[src/rtl/audio_pkg.sv]
// Shared constants and helpers for the audio serializer slice.
// Mode encodings for mode_i and frame-geometry helper functions.
// Pure declarations, no logic.
package audio_pkg;

  localparam logic MODE_I2S = 1'b0;
  localparam logic MODE_TDM = 1'b1;

  // Number of bit clocks in one serialized frame.
  function automatic int frame_bits(input int num_ch, input int slot_w);
    return num_ch * slot_w;
  endfunction

  // Counter width able to index 0..n-1, never narrower than one bit.
  function automatic int cnt_w(input int n);
    return (n <= 2) ? 1 : $clog2(n);
  endfunction

endpackage

[src/rtl/audio_tdm_tx_bit_clock_gen.sv]
// Bit clock generator: divides clk into sck_o with half-period div_i+1 clks.
// rise_o/fall_o strobe in the clk cycle whose edge toggles sck_o.
// Dropping en_i synchronously parks the divider and sck_o at 0.
module bit_clock_gen #(
  parameter int DIV_W = 8
) (
  input  logic             clk,
  input  logic             rst_n,
  input  logic             en_i,
  input  logic [DIV_W-1:0] div_i,
  output logic             sck_o,
  output logic             rise_o,
  output logic             fall_o
);

  logic [DIV_W-1:0] cnt_q, cnt_d;
  logic             sck_q, sck_d;
  logic             wrap;

  // Next-state of the half-period counter and the bit clock level.
  always_comb begin
    wrap  = en_i && (cnt_q == div_i);
    cnt_d = cnt_q;
    sck_d = sck_q;
    if (!en_i) begin
      cnt_d = '0;
      sck_d = 1'b0;
    end else if (wrap) begin
      cnt_d = '0;
      sck_d = ~sck_q;
    end else begin
      cnt_d = cnt_q + DIV_W'(1);
    end
  end

  // Divider and bit clock registers.
  always_ff @(posedge clk) begin
    if (!rst_n) begin
      cnt_q <= '0;
      sck_q <= 1'b0;
    end else begin
      cnt_q <= cnt_d;
      sck_q <= sck_d;
    end
  end

  assign sck_o  = sck_q;
  assign rise_o = wrap & ~sck_q;
  assign fall_o = wrap &  sck_q;

endmodule

[src/rtl/audio_tdm_tx.sv]
// Master-mode I2S/TDM audio serializer with a one-frame holding buffer.
// Frames go live at a load event; sck/ws/sd are registered and move on SCK falls.
// frame_ready_o is low while the holding buffer is full; a load with an empty buffer sends silence and sets underflow.
module audio_tdm_tx
  import audio_pkg::*;
#(
  parameter int NUM_CH = 2,
  parameter int DW     = 8,
  parameter int SLOT_W = 8,
  parameter int DIV_W  = 8
) (
  input  logic                 clk,
  input  logic                 rst_n,
  input  logic                 en_i,
  input  logic                 mode_i,
  input  logic [DIV_W-1:0]     div_i,
  input  logic [NUM_CH*DW-1:0] frame_data_i,
  input  logic                 frame_valid_i,
  output logic                 frame_ready_o,
  output logic                 sck_o,
  output logic                 ws_o,
  output logic                 sd_o,
  output logic                 frame_start_o,
  output logic                 underflow_o,
  input  logic                 clr_underflow_i
);

  localparam int FB  = frame_bits(NUM_CH, SLOT_W);
  localparam int FW  = NUM_CH * DW;
  localparam int BCW = cnt_w(FB);
  localparam int SCW = cnt_w(NUM_CH);
  localparam int SBW = cnt_w(SLOT_W);

  localparam logic [SCW-1:0] LAST_SLOT = SCW'(NUM_CH - 1);
  localparam logic [SBW-1:0] LAST_SBIT = SBW'(SLOT_W - 1);
  localparam logic [BCW-1:0] HALF_BITS = BCW'(FB / 2);

  // Frame stored slot by slot with bit index = transmit order (MSB first, zero pad).
  typedef logic [NUM_CH-1:0][SLOT_W-1:0] slots_t;

  function automatic slots_t to_slots(input logic [FW-1:0] f);
    slots_t r;
    r = '0;
    for (int s = 0; s < NUM_CH; s++) begin
      for (int b = 0; b < DW; b++) begin
        r[s][b] = f[s*DW + DW-1-b];
      end
    end
    return r;
  endfunction

  // Holding buffer and status
  logic [FW-1:0]    hold_q;
  logic             hold_full_q;
  logic             uf_q;
  logic             en_q;
  logic             fstart_q;

  // Active frame and its per-frame settings
  slots_t           active_q;
  logic [DIV_W-1:0] div_q;
  logic             mode_q, mode_d;

  // Position within the frame
  logic [BCW-1:0]   bit_cnt_q, bit_cnt_d;
  logic [SCW-1:0]   slot_q, slot_d;
  logic [SBW-1:0]   sbit_q, sbit_d;

  // Serial line registers; in I2S mode sd_q doubles as the one-bit delay stage
  logic             ws_q, ws_d;
  logic             sd_q, sd_d;

  logic             first_load, wrap_load, load_evt;
  logic             last_bit, accept;
  logic             bit_tick, sck_rise;
  logic [DIV_W-1:0] div_eff;
  slots_t           new_slots;
  logic             cur_bit, nxt_bit;

  // The very first load has no latched divider yet, so it uses div_i directly.
  assign first_load = en_i & ~en_q;
  assign div_eff    = first_load ? div_i : div_q;

  bit_clock_gen #(
    .DIV_W (DIV_W)
  ) u_bit_clock_gen (
    .clk    (clk),
    .rst_n  (rst_n),
    .en_i   (en_i),
    .div_i  (div_eff),
    .sck_o  (sck_o),
    .rise_o (sck_rise),
    .fall_o (bit_tick)
  );

  assign last_bit  = (slot_q == LAST_SLOT) && (sbit_q == LAST_SBIT);
  assign wrap_load = bit_tick & last_bit;
  assign load_evt  = first_load | wrap_load;
  assign accept    = frame_valid_i & ~hold_full_q;
  assign new_slots = hold_full_q ? to_slots(hold_q) : '0;

  // Next bit position, next line values and the frame settings they belong to.
  always_comb begin
    sbit_d    = sbit_q;
    slot_d    = slot_q;
    bit_cnt_d = bit_cnt_q;
    if (load_evt) begin
      sbit_d    = '0;
      slot_d    = '0;
      bit_cnt_d = '0;
    end else begin
      bit_cnt_d = bit_cnt_q + BCW'(1);
      if (sbit_q == LAST_SBIT) begin
        sbit_d = '0;
        slot_d = slot_q + SCW'(1);
      end else begin
        sbit_d = sbit_q + SBW'(1);
      end
    end

    mode_d  = load_evt ? mode_i : mode_q;
    cur_bit = active_q[slot_q][sbit_q];
    nxt_bit = load_evt ? new_slots[0][0] : active_q[slot_d][sbit_d];

    if (mode_d == MODE_TDM) begin
      ws_d = (bit_cnt_d == '0);
      sd_d = nxt_bit;
    end else begin
      ws_d = (bit_cnt_d >= HALF_BITS);
      // I2S data lags one SCK; straight after enable the delay stage is empty.
      sd_d = first_load ? 1'b0 : cur_bit;
    end
  end

  // Holding buffer: filled when empty, emptied by any load event.
  always_ff @(posedge clk) begin
    if (!rst_n) begin
      hold_q      <= '0;
      hold_full_q <= 1'b0;
    end else if (load_evt && hold_full_q) begin
      hold_full_q <= 1'b0;
    end else if (accept) begin
      hold_q      <= frame_data_i;
      hold_full_q <= 1'b1;
    end
  end

  // Sticky underflow flag; a set in the same cycle as a clear wins.
  always_ff @(posedge clk) begin
    if (!rst_n) begin
      uf_q <= 1'b0;
    end else if (load_evt && !hold_full_q) begin
      uf_q <= 1'b1;
    end else if (clr_underflow_i) begin
      uf_q <= 1'b0;
    end
  end

  // Enable edge detector and frame_start pulse.
  always_ff @(posedge clk) begin
    if (!rst_n) begin
      en_q     <= 1'b0;
      fstart_q <= 1'b0;
    end else begin
      en_q     <= en_i;
      fstart_q <= load_evt;
    end
  end

  // Serializer: load new frame settings at load events, advance on SCK falls.
  always_ff @(posedge clk) begin
    if (!rst_n) begin
      active_q  <= '0;
      div_q     <= '0;
      mode_q    <= MODE_I2S;
      bit_cnt_q <= '0;
      slot_q    <= '0;
      sbit_q    <= '0;
      ws_q      <= 1'b0;
      sd_q      <= 1'b0;
    end else if (!en_i) begin
      bit_cnt_q <= '0;
      slot_q    <= '0;
      sbit_q    <= '0;
      ws_q      <= 1'b0;
      sd_q      <= 1'b0;
    end else if (load_evt || bit_tick) begin
      if (load_evt) begin
        active_q <= new_slots;
        div_q    <= div_i;
        mode_q   <= mode_i;
      end
      bit_cnt_q <= bit_cnt_d;
      slot_q    <= slot_d;
      sbit_q    <= sbit_d;
      ws_q      <= ws_d;
      sd_q      <= sd_d;
    end
  end

  // SCK cannot rise and fall in the same cycle.
  assert property (@(posedge clk) disable iff (!rst_n) !(sck_rise && bit_tick));

  assign frame_ready_o = ~hold_full_q;
  assign ws_o          = ws_q;
  assign sd_o          = sd_q;
  assign frame_start_o = fstart_q;
  assign underflow_o   = uf_q;

endmodule

[config.mk]
export PLATFORM = sky130hd
export DESIGN_NAME = audio_tdm_tx
export DESIGN_NICKNAME = d
export VERILOG_FILES = /design/src/rtl/audio_pkg.sv /design/src/rtl/audio_tdm_tx_bit_clock_gen.sv /design/src/rtl/audio_tdm_tx.sv
export SDC_FILE = /design/constraint.sdc
export NUM_CORES = 1
export LEC_CHECK = 0
export CAP_MARGIN = 15
export CORE_UTILIZATION = 50
export DETAILED_ROUTE_END_ITERATION = 16
export GPL_TIMING_DRIVEN = 0
export PLACE_DENSITY = 0.72
export REMOVE_ABC_BUFFERS = 1
export SLEW_MARGIN = 20
export SYNTH_ARGS = -nofsm -noshare
export SYNTH_HDL_FRONTEND = slang
export SYNTH_SLANG_ARGS = --single-unit
[constraint.sdc]
create_clock -name clk -period 5.4 [get_ports clk]
set_input_delay 0.54 -clock clk [delete_from_list [all_inputs] [get_ports clk]]
set_output_delay 0.54 -clock clk [all_outputs]
set_load 0.005 [all_outputs]
**Word-level counts from Yosys, hierarchy flattened**

Cells that the tools add are included.
W data, S select, Z words.

- Multiplexer cells: 22
- Bitwise gates (word level): 11
- Reductions and logical operators: 14
- Order comparisons: 5
- Equal/unequal tests: 2
- $add $sub $neg: 4

Operator list:

| operator | count |
|---|---|
| $mux W8 | 5 |
| $mux W16 | 1 |
| $mux W1 | 11 |
| $add A8 B1 Y8 const B | 1 |
| $eq A8 B8 Y1 | 1 |
| $lt A3 B4 Y1 const B | 2 |
| $bmux W1 S3 | 2 |
| $mux W3 | 2 |
| $not A1 Y1 | 6 |
| $reduce_and A2 Y1 | 3 |
| $add A4 B1 Y4 const B | 1 |
| $and A1 B1 Y1 | 4 |
| $ge A4 B4 Y1 const B | 1 |
| $logic_and A1 B1 Y1 | 4 |
| $logic_not A4 Y1 | 1 |
| $lt A1 B2 Y1 const B | 2 |
| $mux W4 | 1 |
| $add A3 B1 Y3 const B | 1 |
| $eq A3 B3 Y1 const B | 1 |
| $reduce_and A3 Y1 | 1 |
| $reduce_or A3 Y1 | 1 |
| $reduce_bool A2 Y1 | 1 |
| $reduce_or A2 Y1 | 1 |
| $add A1 B1 Y1 const B | 1 |
| other kinds (3) | 3 |

- Output and inout bits: 6
- Logic and storage cells: 74
- Register bits after elaboration: 64

**Depth between registers and ports, before layout**

- Depth in word-level cells: 15
- Gate-level depth with buffers: 11

**Modules after synthesis**

From an unflattened synthesis, not the netlist that was laid out.

- Cell total of the unflattened synthesis: 390
- Area, all modules: 3110.5 sq um

Modules (own cells, without submodules):

| module | seq. area each (sq um) | area an instance (sq um) | cells an instance | instances |
|---|---|---|---|---|
| audio_tdm_tx | 1101.1 | 2632.5 | 341 | 1 |
| bit_clock_gen | 180.2 | 478.0 | 49 | 1 |

**Worst setup path before layout**

No wires, ideal clock.

- Kind: flip-flop to flip-flop
- Start: register sbit_q[1]
- End: register sd_q (netlist: sd_o)
- Clock period less this slack: 2.572 ns
- Library setup time: 0.119 ns
- Stages on the path, launching flop included: 10
- Slack: 2.828 ns
- Required time: 5.281 ns
- Arrival: 2.454 ns
- Buffers on the path: 0
- Path through: dfxtp_1 -> ha_1 -> ha_1 -> nor2_1 -> mux4_2 -> nor2_1 -> o22ai_1 -> o31a_1 -> o21a_1 -> o221a_2

- Word-level cells in the longest chain between the ends: 11

Ends and longest elaborated chain:

| element | line | text |
|---|---|---|
| from (decl) | audio_tdm_tx.sv:67 | `logic [SBW-1:0] sbit_q, sbit_d;` |
| from (signal assigned) | audio_tdm_tx.sv:195 | `sbit_q <= sbit_d;` |
| $eq A3 B3 Y1 | audio_tdm_tx.sv:96, audio_tdm_tx.sv:113 |  |
| $logic_and A1 B1 Y1 | audio_tdm_tx.sv:96 | `assign last_bit = (slot_q == LAST_SLOT) && (sbit_q == LAST_SBIT);` |
| $and A1 B1 Y1 | audio_tdm_tx.sv:97 | `assign wrap_load = bit_tick & last_bit;` |
| $or A1 B1 Y1 | audio_tdm_tx.sv:98 | `assign load_evt = first_load \| wrap_load;` |
| $mux W1 | audio_tdm_tx.sv:107 | `if (load_evt) begin` |
| $mux W8 (implied by the code) (2 in series) | audio_tdm_tx.sv:123 | `nxt_bit = load_evt ? new_slots[0][0] : active_q[slot_d][sbit_d];` |
| $bmux W1 S3 | audio_tdm_tx.sv:123 |  |
| $mux W1 (implied by the code) | audio_tdm_tx.sv:123 |  |
| $mux W1 | audio_tdm_tx.sv:123 |  |
| $mux W1 | audio_tdm_tx.sv:125 | `if (mode_d == MODE_TDM) begin` |
| to (signal assigned) | audio_tdm_tx.sv:180 | `sd_q <= 1'b0;` |
| to (signal assigned) | audio_tdm_tx.sv:186 | `sd_q <= 1'b0;` |
| to (signal assigned) | audio_tdm_tx.sv:197 | `sd_q <= sd_d;` |
| to (decl) | audio_tdm_tx.sv:71 | `logic sd_q, sd_d;` |

Parallel ways exist; a longest one is shown, timed or not. The select of a mux whose other input is x is not followed.
A chain may end at the register's enable or synchronous reset.

**Worst setup path after layout**

- Start: input en_i
- End: register sd_q (netlist: sd_o)

- Word-level cells in the longest chain between the ends: 14

Ends and longest elaborated chain:

| element | line | text |
|---|---|---|
| from (decl) | audio_tdm_tx.sv:14 | `input logic en_i,` |
| $and A1 B1 Y1 | audio_tdm_tx.sv:81 | `assign first_load = en_i & ~en_q;` |
| $mux W8 | audio_tdm_tx.sv:82 | `assign div_eff = first_load ? div_i : div_q;` |
| $eq A8 B8 Y1 | audio_tdm_tx_bit_clock_gen.sv:22 | `wrap = en_i && (cnt_q == div_i);` |
| $logic_and A1 B1 Y1 | audio_tdm_tx_bit_clock_gen.sv:22 |  |
| $and A1 B1 Y1 | audio_tdm_tx_bit_clock_gen.sv:49 | `assign fall_o = wrap & sck_q;` |
| $and A1 B1 Y1 | audio_tdm_tx.sv:97 |  |
| $or A1 B1 Y1 | audio_tdm_tx.sv:98 |  |
| $mux W1 | audio_tdm_tx.sv:107 |  |
| $mux W8 (implied by the code) (2 in series) | audio_tdm_tx.sv:123 |  |
| $bmux W1 S3 | audio_tdm_tx.sv:123 |  |
| $mux W1 (implied by the code) | audio_tdm_tx.sv:123 |  |
| $mux W1 | audio_tdm_tx.sv:123 |  |
| $mux W1 | audio_tdm_tx.sv:125 |  |

Parallel ways exist; a longest one is shown, timed or not. The select of a mux whose other input is x is not followed.

==> results by group <==
Setup path
  • Max FO, Critical Path: 29
  • CP Class: in -> reg
  • Data required, critical path: 5.64 ns
  • Critical Path AT: 3.76 ns
  • CP Launch Type: primary input
  • Worst setup EP type: register

Timing
  • Final Cycle Share: 65.0%
  • Hold Vio Cnt, Final: 0
  • Final setup fails: 0
  • RSZ-0062 raised after global routing: no
  • Clock Skews: 0.00534 ns
  • Count of pins over their slew limit: 0
  • Final worst slack: 1.89 ns
  • Tmin final: 3.51 ns
  • F_max: 0.285 GHz
  • Worst-Margin Slew: 0.985 ns
  • TNS Setup: 0 ns
  • Slew margin rel.: 34.3%

Finish
  • Nets@finish: 417
  • Most frequent cells in the layout: 81 x nand2_1, 64 x dfxtp_1, 38 x a21boi_0
  • Filler Cell Count: 526
  • Most common cell after layout, fill and taps aside: nand2_1
  • Util after Layout: 62.7%
  • Fin cells: 462
  • Ant diodes: 0
  • Area of the multi-input gates: 0.00174 mm²
  • Share of cells above drive strength 1: 9.30%
  • Final Cell Area: 0.00376 mm²
  • Area Growth Syn to Fin: 19.9%
  • Register area: 0.00128 mm²

Global route
  • First-pass GRT wire length: 10,700 µm
  • GR Util All Layers: 21.6%
  • Largest net degree at the start of global routing: 46
  • Vias in the first global route: 2,280
  • Gr ovfl total: 0
  • Antenna violations before repair: 0

Routing
  • DR DRC count: 0
  • ANT nets after route: 0
  • Total number of vias: 2,496
  • Pre-antenna DRT Iters: 4
  • Via-to-Cell Ratio: 5.40
  • DRT iter0 DRCs: 155
  • Routed WL: 6210 µm
  • WL per Instance: 13.4 µm

Floorplan
  • Initial Util: 52.3%
  • Die Area: 0.00659 mm²
  • Die Y: 81.2 µm
  • Core area: 0.00599 mm²
  • Die W: 81.2 µm
  • # IOs: 36
  • Cell row count: 28

Synthesis
  • Cells after Synth: 356
  • Synth cell types: 47
  • Main synth FF type: dfxtp_1
  • Post-Syn Area per Cell: 8.80 µm²
  • Syn. warnings: 0
  • Flops & latches, synth: 64
  • Netlist Area Pre-Place: 0.00313 mm²
  • EDFF count, synth: 0
  • Register area share after synthesis: 40.9%
  • Share of async-settable or async-resettable flops after synthesis: 0%

Pwr
  • Pwr Density: 291 mW/mm²
  • Lkg Pwr: 1.34 nW
  • Peak VDD IR: 0.256 mV

Clock tree
  • CTS Hold Buffers Added: 0
  • PostCTS Resize Cnt: 0
  • Setup bufs post-CTS: 0
  • Worst skew pair latency: 0.35 ns
  • Clock transition at path regs: 0.07 ns
  • Clock sinks: 64
  • CTS tree: yes
  • Root buf cell: clkbuf_8
  • H-tree levels: 3
  • Bufs on Longest Clock Path: 2
  • Number of CTS-inserted buffers: 9

Placed design
  • Inst Count DP: 446
  • Number of port buffers: 35
  • Placed inst area: 0.00352 mm²
  • DP Worst Slack: 1.50 ns
  • Dpl hpwl: 4140 µm
  • Routability Congestion: 0.831

Status
  • Status: complete, no violations

Flow run
  • Max-cap violation count: 0

Min path
  • Min-Delay Path Class: reg -> reg
==> cells by family after synthesis <==
kind of cell	after synthesis	share of synthesized area, %
compound gates	75	17.2
xor+xnor	14	3.91
flops	64	40.9
mux	18	8.62
simple gates	150	23.1
buf+inv	30	4.35
fa+ha+maj	5	2.00
==> routing by layer <==
layer / vias up / track usage, % / wire length (µm)
met5: - / 0 / 0
met3: 9 / 7.19 / 255
met1: 1165 / 26.2 / 2900
li1: 1281 / - / -
met4: 0 / 8.21 / 95
met2: 41 / 35.1 / 2960
==> cells in the mapped netlist (all sizes together) (2+ instances only) <==
cell / n / area share (%)
nand2: 81 / 9.7
dfxtp: 64 / 41
a21boi: 40 / 9.6
nand3: 24 / 4.0
nor2: 13 / 1.6
a21oi: 12 / 1.9
clkbuf: 11 / 1.3
buf: 10 / 2.0
inv: 9 / 1.1
mux2i: 9 / 2.9
mux4: 7 / 5.0
nand2b: 7 / 1.4
xnor2: 7 / 2.0
xor2: 7 / 2.0
ha: 5 / 2.0
nand3b: 5 / 1.2
and2: 4 / 0.80
nor2b: 4 / 1.0
o21ai: 4 / 0.64
a211oi: 3 / 0.72
and3: 3 / 0.60
o221ai: 3 / 1.0
a21o: 2 / 0.48
mux2: 2 / 0.72
nor4b: 2 / 0.76
o21a: 2 / 0.48
o22ai: 2 / 0.40
or3: 2 / 0.40
==> report_power, final <==
group / internal (mW) / total, mW / leakage [nW] / switching, mW
Clock: 0.297 / 0.482 / 0.115 / 0.185
Combinational: 0.0551 / 0.109 / 0.708 / 0.0537
Sequential: 0.488 / 0.503 / 0.521 / 0.0149
Total: 0.841 / 1.09 / 1.34 / 0.253
==> stage by stage <==
step           total power [mW]  hold slack [ns]
2_1_floorplan             0.570            0.438
3_3_place_gp              0.618            0.453
3_5_place_dp              0.624            0.459
4_1_cts                    1.11            0.468
5_1_grt                    1.14            0.485
6_report                   1.09            0.465
==> state kept, by name, indices dropped and copies added (netlist names) <==
register and cells:
en_q 1, active_q 16, ws_o 1, div_q 8, hold_full_q 1, bit_cnt_q 4, slot_q 1, mode_q 1
frame_start_o 1, sd_o 1, hold_q 16, sbit_q 3, u_bit_clock_gen.cnt_q 8, u_bit_clock_gen.sck_o 1, underflow_o 1
==> path summary, 6_finish.rpt <==
| kind | startpoint | to | slack (ns) | cells after the start |
|---|---|---|---|---|
| worst min-delay path | active_q[0] | active_q[0] | 0.47 | 2 |
| worst min register to register | active_q[0] | active_q[0] | 0.47 | 2 |
| worst max register to register | en_q | sd_o | 2.23 | 7 |
| worst max-delay path | en_i | sd_o | 1.89 | 8 |
==> area by class of cell <==
class / count / share of cell area, %
clock buffer: 12 / 4.39
clock inverter: 4 / 2.00
inverter: 9 / 0.899
multi-input combinational: 262 / 46.2
sequential: 64 / 34.1
tap: 75 / 2.50
timing repair buffer: 36 / 9.92
==> critical path, cell delays in order <==
cell	delay [ns]
clkdlybuf4s50_1	0.54
nor2b_4	0.40
o221ai_2	0.16
a21o_1	0.23
nor4_4	0.52
a21o_1	0.84
a211oi_1	0.19
o221a_2	0.32
(Power assumes the default switching activity.)
